[src/rtl/dm_access_pkg.sv]
// Shared types and constants for the data-memory access unit.
package dm_access_pkg;

    typedef enum logic [1:0] {
        SZ_BYTE = 2'b00,
        SZ_HALF = 2'b01,
        SZ_WORD = 2'b10
    } size_e;

    typedef enum logic [1:0] {
        IDLE   = 2'b00,
        ACCESS = 2'b01,
        WRITE  = 2'b10,
        RESP   = 2'b11
    } state_e;

    localparam int unsigned WORD_SHIFT = 2;

    // Size code 2'b11 has no meaning of its own and behaves as a word access.
    function automatic size_e norm_size(input logic [1:0] raw);
        case (raw)
            2'b00:   norm_size = SZ_BYTE;
            2'b01:   norm_size = SZ_HALF;
            default: norm_size = SZ_WORD;
        endcase
    endfunction

endpackage

[src/rtl/dm_access_unit_lane_align.sv]
// Combinational lane steering: load extraction/extension and sub-word store merge.
module dm_lane_align
    import dm_access_pkg::*;
(
    input  logic [1:0]  size,
    input  logic [1:0]  offset,
    input  logic        is_unsigned,
    input  logic [31:0] old_word,
    input  logic [31:0] new_data,
    output logic [31:0] load_val,
    output logic [31:0] merge_val
);

    logic [7:0]  byte_s;
    logic [15:0] half_s;

    // Pick the addressed lane, extend it for loads and splice new data in for stores.
    always_comb begin
        byte_s    = old_word[{offset, 3'b000} +: 8];
        half_s    = old_word[{offset[1], 4'b0000} +: 16];
        load_val  = old_word;
        merge_val = new_data;
        case (size)
            SZ_BYTE: begin
                load_val  = is_unsigned ? {24'h000000, byte_s} : {{24{byte_s[7]}}, byte_s};
                merge_val = old_word;
                merge_val[{offset, 3'b000} +: 8] = new_data[7:0];
            end
            SZ_HALF: begin
                load_val  = is_unsigned ? {16'h0000, half_s} : {{16{half_s[15]}}, half_s};
                merge_val = old_word;
                merge_val[{offset[1], 4'b0000} +: 16] = new_data[15:0];
            end
            default: begin
                load_val  = old_word;
                merge_val = new_data;
            end
        endcase
    end

endmodule

[src/rtl/dm_access_unit.sv]
// CPU-side load/store initiator for a word-addressed data memory.
// Optional alignment/range rejection is built when DM_ACCESS_CHECK_EN is defined.
module dm_access_unit
    import dm_access_pkg::*;
#(
    parameter int DEPTH = 500
) (
    input  logic        clk,
    input  logic        rst,
    input  logic        req_valid,
    output logic        req_ready,
    input  logic        req_we,
    input  logic [1:0]  req_size,
    input  logic        req_unsigned,
    input  logic [31:0] req_addr,
    input  logic [31:0] req_wdata,
    output logic        resp_valid,
    output logic [31:0] resp_rdata,
    output logic        resp_err,
    output logic        mem_read,
    output logic        mem_write,
    output logic [31:0] mem_addr,
    output logic [31:0] mem_wdata,
    input  logic [31:0] mem_rdata
);

    if (DEPTH < 1) begin : g_bad_depth
        $error("dm_access_unit: DEPTH must be positive");
    end

    state_e      state_r;
    logic        we_r;
    size_e       size_r;
    logic        unsigned_r;
    logic [31:0] addr_r;
    logic [31:0] wdata_r;
    logic [31:0] merge_r;
    logic        req_ready_r;
    logic        resp_valid_r;
    logic [31:0] resp_rdata_r;
    logic        resp_err_r;
    logic        mem_read_s;
    logic        mem_write_s;
    logic [31:0] mem_wdata_s;
    logic [31:0] load_val_s;
    logic [31:0] merge_val_s;

    dm_lane_align u_lane_align (
        .size        (size_r),
        .offset      (addr_r[1:0]),
        .is_unsigned (unsigned_r),
        .old_word    (mem_rdata),
        .new_data    (wdata_r),
        .load_val    (load_val_s),
        .merge_val   (merge_val_s)
    );

`ifdef DM_ACCESS_CHECK_EN
    logic  reject_s;
    size_e req_size_n_s;

    // Reject misaligned or out-of-range requests before any memory access starts.
    always_comb begin
        req_size_n_s = norm_size(req_size);
        reject_s     = 1'b0;
        if ((req_addr >> WORD_SHIFT) >= 32'(DEPTH)) begin
            reject_s = 1'b1;
        end else if (req_size_n_s == SZ_HALF && req_addr[0]) begin
            reject_s = 1'b1;
        end else if (req_size_n_s == SZ_WORD && req_addr[1:0] != 2'b00) begin
            reject_s = 1'b1;
        end else begin
            reject_s = 1'b0;
        end
    end
`endif

    // Strobes follow the state directly so an async reset cancels a pending write at once.
    always_comb begin
        mem_read_s  = 1'b0;
        mem_write_s = 1'b0;
        mem_wdata_s = 32'h0000_0000;
        case (state_r)
            ACCESS: begin
                mem_read_s = 1'b1;
                if (we_r && size_r == SZ_WORD) begin
                    mem_write_s = 1'b1;
                    mem_wdata_s = wdata_r;
                end else begin
                    mem_write_s = 1'b0;
                    mem_wdata_s = 32'h0000_0000;
                end
            end
            WRITE: begin
                mem_write_s = 1'b1;
                mem_wdata_s = merge_r;
            end
            default: begin
                mem_read_s  = 1'b0;
                mem_write_s = 1'b0;
                mem_wdata_s = 32'h0000_0000;
            end
        endcase
    end

    // Request FSM with latched request and registered response/merge state.
    always_ff @(posedge clk or posedge rst) begin
        if (rst) begin
            state_r      <= IDLE;
            we_r         <= 1'b0;
            size_r       <= SZ_BYTE;
            unsigned_r   <= 1'b0;
            addr_r       <= 32'h0000_0000;
            wdata_r      <= 32'h0000_0000;
            merge_r      <= 32'h0000_0000;
            req_ready_r  <= 1'b1;
            resp_valid_r <= 1'b0;
            resp_rdata_r <= 32'h0000_0000;
            resp_err_r   <= 1'b0;
        end else begin
            case (state_r)
                IDLE: begin
                    if (req_valid) begin
                        we_r         <= req_we;
                        size_r       <= norm_size(req_size);
                        unsigned_r   <= req_unsigned;
                        addr_r       <= req_addr;
                        wdata_r      <= req_wdata;
                        req_ready_r  <= 1'b0;
                        resp_rdata_r <= 32'h0000_0000;
`ifdef DM_ACCESS_CHECK_EN
                        if (reject_s) begin
                            state_r      <= RESP;
                            resp_valid_r <= 1'b1;
                            resp_err_r   <= 1'b1;
                        end else begin
                            state_r    <= ACCESS;
                            resp_err_r <= 1'b0;
                        end
`else
                        state_r    <= ACCESS;
                        resp_err_r <= 1'b0;
`endif
                    end
                end
                ACCESS: begin
                    if (!we_r) begin
                        resp_rdata_r <= load_val_s;
                        resp_valid_r <= 1'b1;
                        state_r      <= RESP;
                    end else if (size_r == SZ_WORD) begin
                        resp_valid_r <= 1'b1;
                        state_r      <= RESP;
                    end else begin
                        merge_r <= merge_val_s;
                        state_r <= WRITE;
                    end
                end
                WRITE: begin
                    resp_valid_r <= 1'b1;
                    state_r      <= RESP;
                end
                RESP: begin
                    resp_valid_r <= 1'b0;
                    resp_err_r   <= 1'b0;
                    req_ready_r  <= 1'b1;
                    state_r      <= IDLE;
                end
                default: begin
                    resp_valid_r <= 1'b0;
                    req_ready_r  <= 1'b1;
                    state_r      <= IDLE;
                end
            endcase
        end
    end

    assign req_ready  = req_ready_r;
    assign resp_valid = resp_valid_r;
    assign resp_rdata = resp_rdata_r;
    assign resp_err   = resp_err_r;
    assign mem_read   = mem_read_s;
    assign mem_write  = mem_write_s;
    assign mem_addr   = addr_r >> WORD_SHIFT;
    assign mem_wdata  = mem_wdata_s;

endmodule
[config.mk]
export PLATFORM = sky130hd
export DESIGN_NAME = dm_access_unit
export DESIGN_NICKNAME = d
export VERILOG_FILES = /design/src/rtl/dm_access_pkg.sv /design/src/rtl/dm_access_unit_lane_align.sv /design/src/rtl/dm_access_unit.sv
export SDC_FILE = /design/constraint.sdc
export NUM_CORES = 1
export LEC_CHECK = 0
export CORE_UTILIZATION = 40
export CTS_BUF_LIST = sky130_fd_sc_hd__clkbuf_8
export CTS_CLUSTER_DIAMETER = 40
export DETAILED_ROUTE_END_ITERATION = 12
export GPL_ROUTABILITY_DRIVEN = 1
export PLACE_DENSITY = 0.66
export SLEW_MARGIN = 20
export SYNTH_ARGS = -nofsm -noshare
export SYNTH_HDL_FRONTEND = slang
export SYNTH_SLANG_ARGS = --single-unit
export TNS_END_PERCENT = 5
[constraint.sdc]
create_clock -name clk -period 6.2 [get_ports clk]
set_clock_uncertainty 0.1 [all_clocks]
set_input_delay 1.24 -clock clk [delete_from_list [all_inputs] [get_ports clk]]
set_output_delay 1.24 -clock clk [all_outputs]
set_load 0.02 [all_outputs]
Word-level counts from Yosys, hierarchy flattened:

Index checks and enable logic that the tools add are counted.

* register bits after elaboration: 137
* bits in latches: 0
* memory bits (writable): 0
* ROM bits: 0
* bits of input ports: 103
* output and inout bits: 101
* memories: 0

* add/sub/neg operators: 2
* multiply operators: 0
* divide/modulo/power cells: 0
* magnitude comparators: 0
* equal/unequal tests: 9
* shifts and indexed selects: 6
* muxes and demuxes: 25
* bitwise logic cells: 1
* reductions and logical operators: 12

Operators by type and width (count)
* $pmux 32 s2: 4
* $mux 32: 5
* $bwmux 32: 2
* $shift 16x7->32 const A: 1
* $shift 8x7->32 const A: 1
* $shiftx 16x7->32: 1
* $shiftx 32x6->16: 1
* $shiftx 32x6->8: 1
* $shiftx 8x7->32: 1
* $neg 5->7: 2
* $pmux 2 s4: 1
* $mux 1: 7
* $eq 2x1->1 const B: 3
* $eq 2x2->1 const B: 3
* $logic_not 2->1: 3
* $pmux 1 s2: 3
* $reduce_and 2->1: 3
* $reduce_and 3->1: 2
* $ne 2x2->1 const B: 2
* $pmux 2 s2: 1
* $reduce_bool 2->1: 2
* $ne 3x3->1 const B: 1
* $pmux 1 s3: 1
* $reduce_bool 3->1: 1
* other kinds (3): 3

Longest topological paths before layout:

* depth in word-level cells: 5
* depth in mapped cells: 9

Hierarchy:

From an unflattened synthesis, not the netlist that was laid out.

* cells, all modules: 746
* area total of the unflattened synthesis: 8345.5 um^2

Modules (own cells, without submodules)
* dm_access_unit: instances 1, cells an instance 490, area an instance 6369.9 um^2
* dm_lane_align: instances 1, cells an instance 256, area an instance 1975.6 um^2

Worst setup path before layout:

OpenSTA, ideal clock, no wires.

* path type: flip-flop to output port
* start: register state_r[1]
* end: output port mem_wdata[30]
* arrival time: 1.898 ns
* data required time: 4.860 ns
* setup slack: 2.962 ns
* cell stages (with the launch flop): 8
* cells stage by stage: dfrtp_1 > inv_1 > ha_1 > nand2_1 > nor2_1 > buf_2 > a22oi_1 > nor2b_1

* cells in the longest elaborated chain, start to end: 2

RTL lines
* start, declared: line dm_access_unit.sv:31 `state_e state_r;`
* start signal, assigned: line dm_access_unit.sv:109 `state_r <= IDLE;`
* start signal, assigned: line dm_access_unit.sv:141 `state_r <= ACCESS;`
* start signal, assigned: line dm_access_unit.sv:150 `state_r <= RESP;`
* $eq 2x2->1 / $eq 2x1->1 (equally long branches): line dm_access_unit.sv:83 `case (state_r)`
* $pmux 32 s2 *: line dm_access_unit.sv:83
* end, declared: line dm_access_unit.sv:23 `output logic [31:0] mem_wdata,`

Mark *: on every way between the ends. The rest lies on a longest branch, timed or not.

Final worst setup path:

* start: register state_r[1]
* end: output port mem_wdata[24]

The elaborated chain is that of the path after synthesis.

==> impl_metrics.xml <==
<?xml version="1.0" encoding="UTF-8"?>
<metrics>
  <group name="worst_setup_path">
    <metric name="end_kind" unit="">output pin</metric>
    <metric name="worst_setup_path_endpoint" unit="">mem_wdata[24]</metric>
    <metric name="cp.arrival" unit="ps">3290</metric>
    <metric name="cpPeakStageDelay" unit="ps">620</metric>
    <metric name="crit_path_from" unit="">state_r[1]</metric>
    <metric name="cp-start-kind" unit="">flip-flop</metric>
    <metric name="chain_of_cells_forming_the_critical_path" unit="">inv_1, ha_1, nand2_1, nor2_2, buf_4, a22oi_1, nor2b_1, clkdlybuf4s50_1</metric>
    <metric name="critical_path_peak_fanout" unit="">20</metric>
    <metric name="setup.worst_path.class" unit="">flip-flop to output pin</metric>
    <metric name="reg2reg_setup_slack" unit="ps">3470</metric>
    <metric name="slowest_stage" unit="">clkdlybuf4s50_1</metric>
    <metric name="reg_to_reg_endpoint" unit="">resp_rdata[23]</metric>
    <metric name="cp_data_required_time" unit="ps">4860</metric>
    <metric name="critical_path.reg2reg.startpoint" unit="">state_r[1]</metric>
    <metric name="worst_r2r_path_depth" unit="">7</metric>
  </group>
  <group name="global_routing">
    <metric name="globalRouteTotalUtil" unit="%">25.2</metric>
    <metric name="grt_antenna_before_repair" unit="">0</metric>
    <metric name="met1_usage" unit="%">34.5</metric>
    <metric name="grt_max_degree" unit="">75</metric>
    <metric name="grt_first_pass_wirelength" unit="microns">38500</metric>
    <metric name="grt_pass1_vias" unit="">6525</metric>
    <metric name="grt_util_met2" unit="%">38.3</metric>
    <metric name="overflow" unit="">0</metric>
    <metric name="grt.busiest_layer" unit="">met2</metric>
    <metric name="met3_usage" unit="%">6.26</metric>
  </group>
  <group name="detailed_routing">
    <metric name="initialDrtViolationCount" unit="">622</metric>
    <metric name="drt-vias-per-instance" unit="">5.56</metric>
    <metric name="route.detailed.wl_per_inst" unit="microns">20.6</metric>
    <metric name="routed-via-count" unit="">6574</metric>
    <metric name="drtAntennaViolNets" unit="">0</metric>
    <metric name="routed_wl" unit="microns">24400</metric>
    <metric name="first_pass_iters" unit="">5</metric>
    <metric name="drc" unit="">0</metric>
  </group>
  <group name="floorplanning">
    <metric name="floorplan.die.width" unit="microns">143</metric>
    <metric name="placement_rows" unit="">51</metric>
    <metric name="fp.dieArea" unit="sq um">20300</metric>
    <metric name="initial_core_util" unit="%">40.7</metric>
    <metric name="die-height" unit="microns">143</metric>
    <metric name="io-pin-count" unit="">204</metric>
    <metric name="core-area" unit="sq um">19400</metric>
  </group>
  <group name="sta">
    <metric name="hold_viol_final" unit="">0</metric>
    <metric name="max_slew_headroom" unit="%">29.0</metric>
    <metric name="timing.fmax" unit="MHz">216</metric>
    <metric name="final.min_clock_period" unit="ps">4630</metric>
    <metric name="totalNegativeSetupSlack" unit="ps">0</metric>
    <metric name="number_of_slew_limit_violations_in_the_final_report" unit="">0</metric>
    <metric name="transition_time_at_the_pin_with_the_least_slew_margin" unit="ps">1070</metric>
    <metric name="grt_setup_unrepaired" unit="">false</metric>
    <metric name="setup-violations-final" unit="">0</metric>
    <metric name="fin_hold_ws" unit="ps">390</metric>
    <metric name="min_period_over_period" unit="%">74.7</metric>
  </group>
  <group name="final_layout">
    <metric name="diodes_inserted" unit="">0</metric>
    <metric name="final_core_area_utilization" unit="%">52.6</metric>
    <metric name="post_route_cells_drive_above_1_share" unit="%">14.3</metric>
    <metric name="flow.area_growth_from_synthesis" unit="%">29.2</metric>
    <metric name="nNetsFinal" unit="">1018</metric>
  </group>
  <group name="job">
    <metric name="drv.max_cap_violation_count" unit="">0</metric>
  </group>
  <group name="placed_design">
    <metric name="hpwlAfterDp" unit="microns">17100</metric>
    <metric name="portBuffers" unit="">200</metric>
    <metric name="gp_congestion" unit="">0.902</metric>
  </group>
  <group name="power_and_ir_drop">
    <metric name="ir_drop" unit="mV">0.260</metric>
    <metric name="seq_power_share" unit="%">30.1</metric>
    <metric name="switching_share" unit="%">44.0</metric>
    <metric name="clkPwrFrac" unit="%">13.2</metric>
    <metric name="net-switching-power" unit="mW">2.48</metric>
    <metric name="powerDensity" unit="nW/um^2">552</metric>
    <metric name="internal_power" unit="mW">3.16</metric>
    <metric name="combinationalPowerShare" unit="%">56.7</metric>
    <metric name="power_leakage" unit="nW">4.06</metric>
  </group>
  <group name="logic_synthesis">
    <metric name="mappedNetlistArea" unit="sq um">7900</metric>
    <metric name="netlist_top_cells_area" unit="">dfrtp_1 43%, mux2_2 8.8%, nor2b_1 4.6%</metric>
    <metric name="synth_enable_flop_cells" unit="">0</metric>
    <metric name="synth.yosys.warnings" unit="">0</metric>
    <metric name="seq_area_frac_synth" unit="%">43.1</metric>
    <metric name="synthDistinctLibCells" unit="">52</metric>
    <metric name="asyncSetResetFlopFracSynth" unit="%">100</metric>
    <metric name="post_synthesis_cells" unit="">767</metric>
    <metric name="synth_area_per_cell" unit="sq um">10.3</metric>
    <metric name="synthDominantAreaCellType" unit="">dfrtp_1</metric>
    <metric name="ys_seq_elements" unit="">136</metric>
    <metric name="synth_ff_type" unit="">dfrtp_1</metric>
    <metric name="synth_top_cell_area_share" unit="%">42.8</metric>
  </group>
  <group name="clock_tree">
    <metric name="clk_pin_slew" unit="ps">80</metric>
    <metric name="cts_sinks" unit="">136</metric>
    <metric name="htree_num_levels" unit="">4</metric>
    <metric name="cts_post_setup_buffers_inserted" unit="">0</metric>
    <metric name="numCtsBuffers" unit="">17</metric>
    <metric name="cts_root_buf" unit="">clkbuf_8</metric>
    <metric name="post_cts_hold_buffer_count" unit="">0</metric>
    <metric name="cts_tree" unit="">built</metric>
    <metric name="post_cts_resized" unit="">0</metric>
    <metric name="cts.path.max_buffers" unit="">2</metric>
    <metric name="clkLatencyLatePin" unit="ps">460</metric>
  </group>
  <group name="status">
    <metric name="status" unit="">completed</metric>
  </group>
  <group name="hold_path">
    <metric name="hp-class" unit="">flip-flop to flip-flop</metric>
  </group>
</metrics>
==> cells in the final DEF, fill, tap and decap left out, drive strengths merged, types with 24 or more instances in the layout <==
cell,synthesis,layout
inv,23,25
nor2b,58,58
nand2,25,25
nor2,49,49
a31oi,24,24
a22oi,48,48
mux2,77,77
a21oi,30,30
dfrtp,135,135
clkdlybuf4s50,0,200
o21ai,41,41
==> power groups by stage <==
stage | clock network (mW) | registers, mW | logic, mW
after floorplan | 0 | 1.64 | 2.25
after global placement | 0 | 1.70 | 3.15
after detailed placement | 0 | 1.70 | 3.18
after CTS | 0.759 | 1.69 | 3.19
after global routing | 0.794 | 1.75 | 3.45
final | 0.744 | 1.69 | 3.20
==> routing by layer <==
metal	routed length [microns]	up-vias	share of wire [%]
met3	1900	37	7.8
met2	10800	288	44
met4	661	0	2.7
li1	-	3054	-
met5	0	-	0
met1	11000	3195	45
==> cells by family (layout without fill, tap and decap cells) <==
family	Yosys count	after routing	synth area share, %
compound gates	234	234	21.2
simple gates	173	173	11.6
flops	136	136	43.1
buf+inv	117	265	7.83
mux	96	96	14.5
fa+ha+maj	10	10	1.58
other cells	1	3	0.0475
==> state kept, by name (all words and copies together), names as in the netlist <==
name and cells:
resp_rdata 32, addr_r 32, we_r 1, wdata_r 32, req_ready 1, state_r 2, size_r 2, merge_r 32
resp_valid 1, unsigned_r 1
==> synth_stat cells (all sizes together) (24+ instances only) <==
| master | number |
|---|---|
| a22oi | 48 |
| a31oi | 24 |
| nand2 | 25 |
| buf | 68 |
| mux2 | 77 |
| o21ai | 41 |
| clkbuf | 26 |
| nor2b | 58 |
| nor2 | 49 |
| dfrtp | 135 |
| a21oi | 30 |
==> metrics by stage <==
step / cells / area [sq um] / power, mW / setup WS (ps)
after floorplan: 769 / 7910 / 3.89 / 1220
after global placement: 1151 / 9810 / 4.85 / 2210
after detailed placement: 1151 / 9810 / 4.88 / 2070
after CTS: 1182 / 10200 / 5.64 / 1560
after global routing: 1182 / 10200 / 6.00 / 1320
final: 1182 / 10200 / 5.63 / 1570
==> cell type report <==
cell class	instances	area (sq um)
timing repair buffer	211	2080
clock buffer	18	248
tap	265	332
inverter	23	88.8
sequential	136	3410
fill	1835	9190
clock inverter	13	146
multi-input combinational	516	3900
==> worst min path at each step <==
stage,startpoint,to,slack [ps],cells after the start
floorplan,addr_r[25],addr_r[25],370,1
global route,addr_r[26],addr_r[26],410,1
detailed placement,resp_rdata[0],resp_rdata[0],370,2
finish,resp_rdata[0],resp_rdata[0],390,2
global placement,resp_rdata[0],resp_rdata[0],370,2
CTS,resp_rdata[0],resp_rdata[0],390,2
==> critical path: cells and delay by family (launching register included) <==
kind	cells	cell delay [ps]
adder cells (fa/ha/maj)	1	300
AND/OR/NAND/NOR	3	870
flip-flops	1	410
AO/OA/AOI/OAI	1	110
buffers and inverters	3	1130
Power figures use the tool's default switching activity.
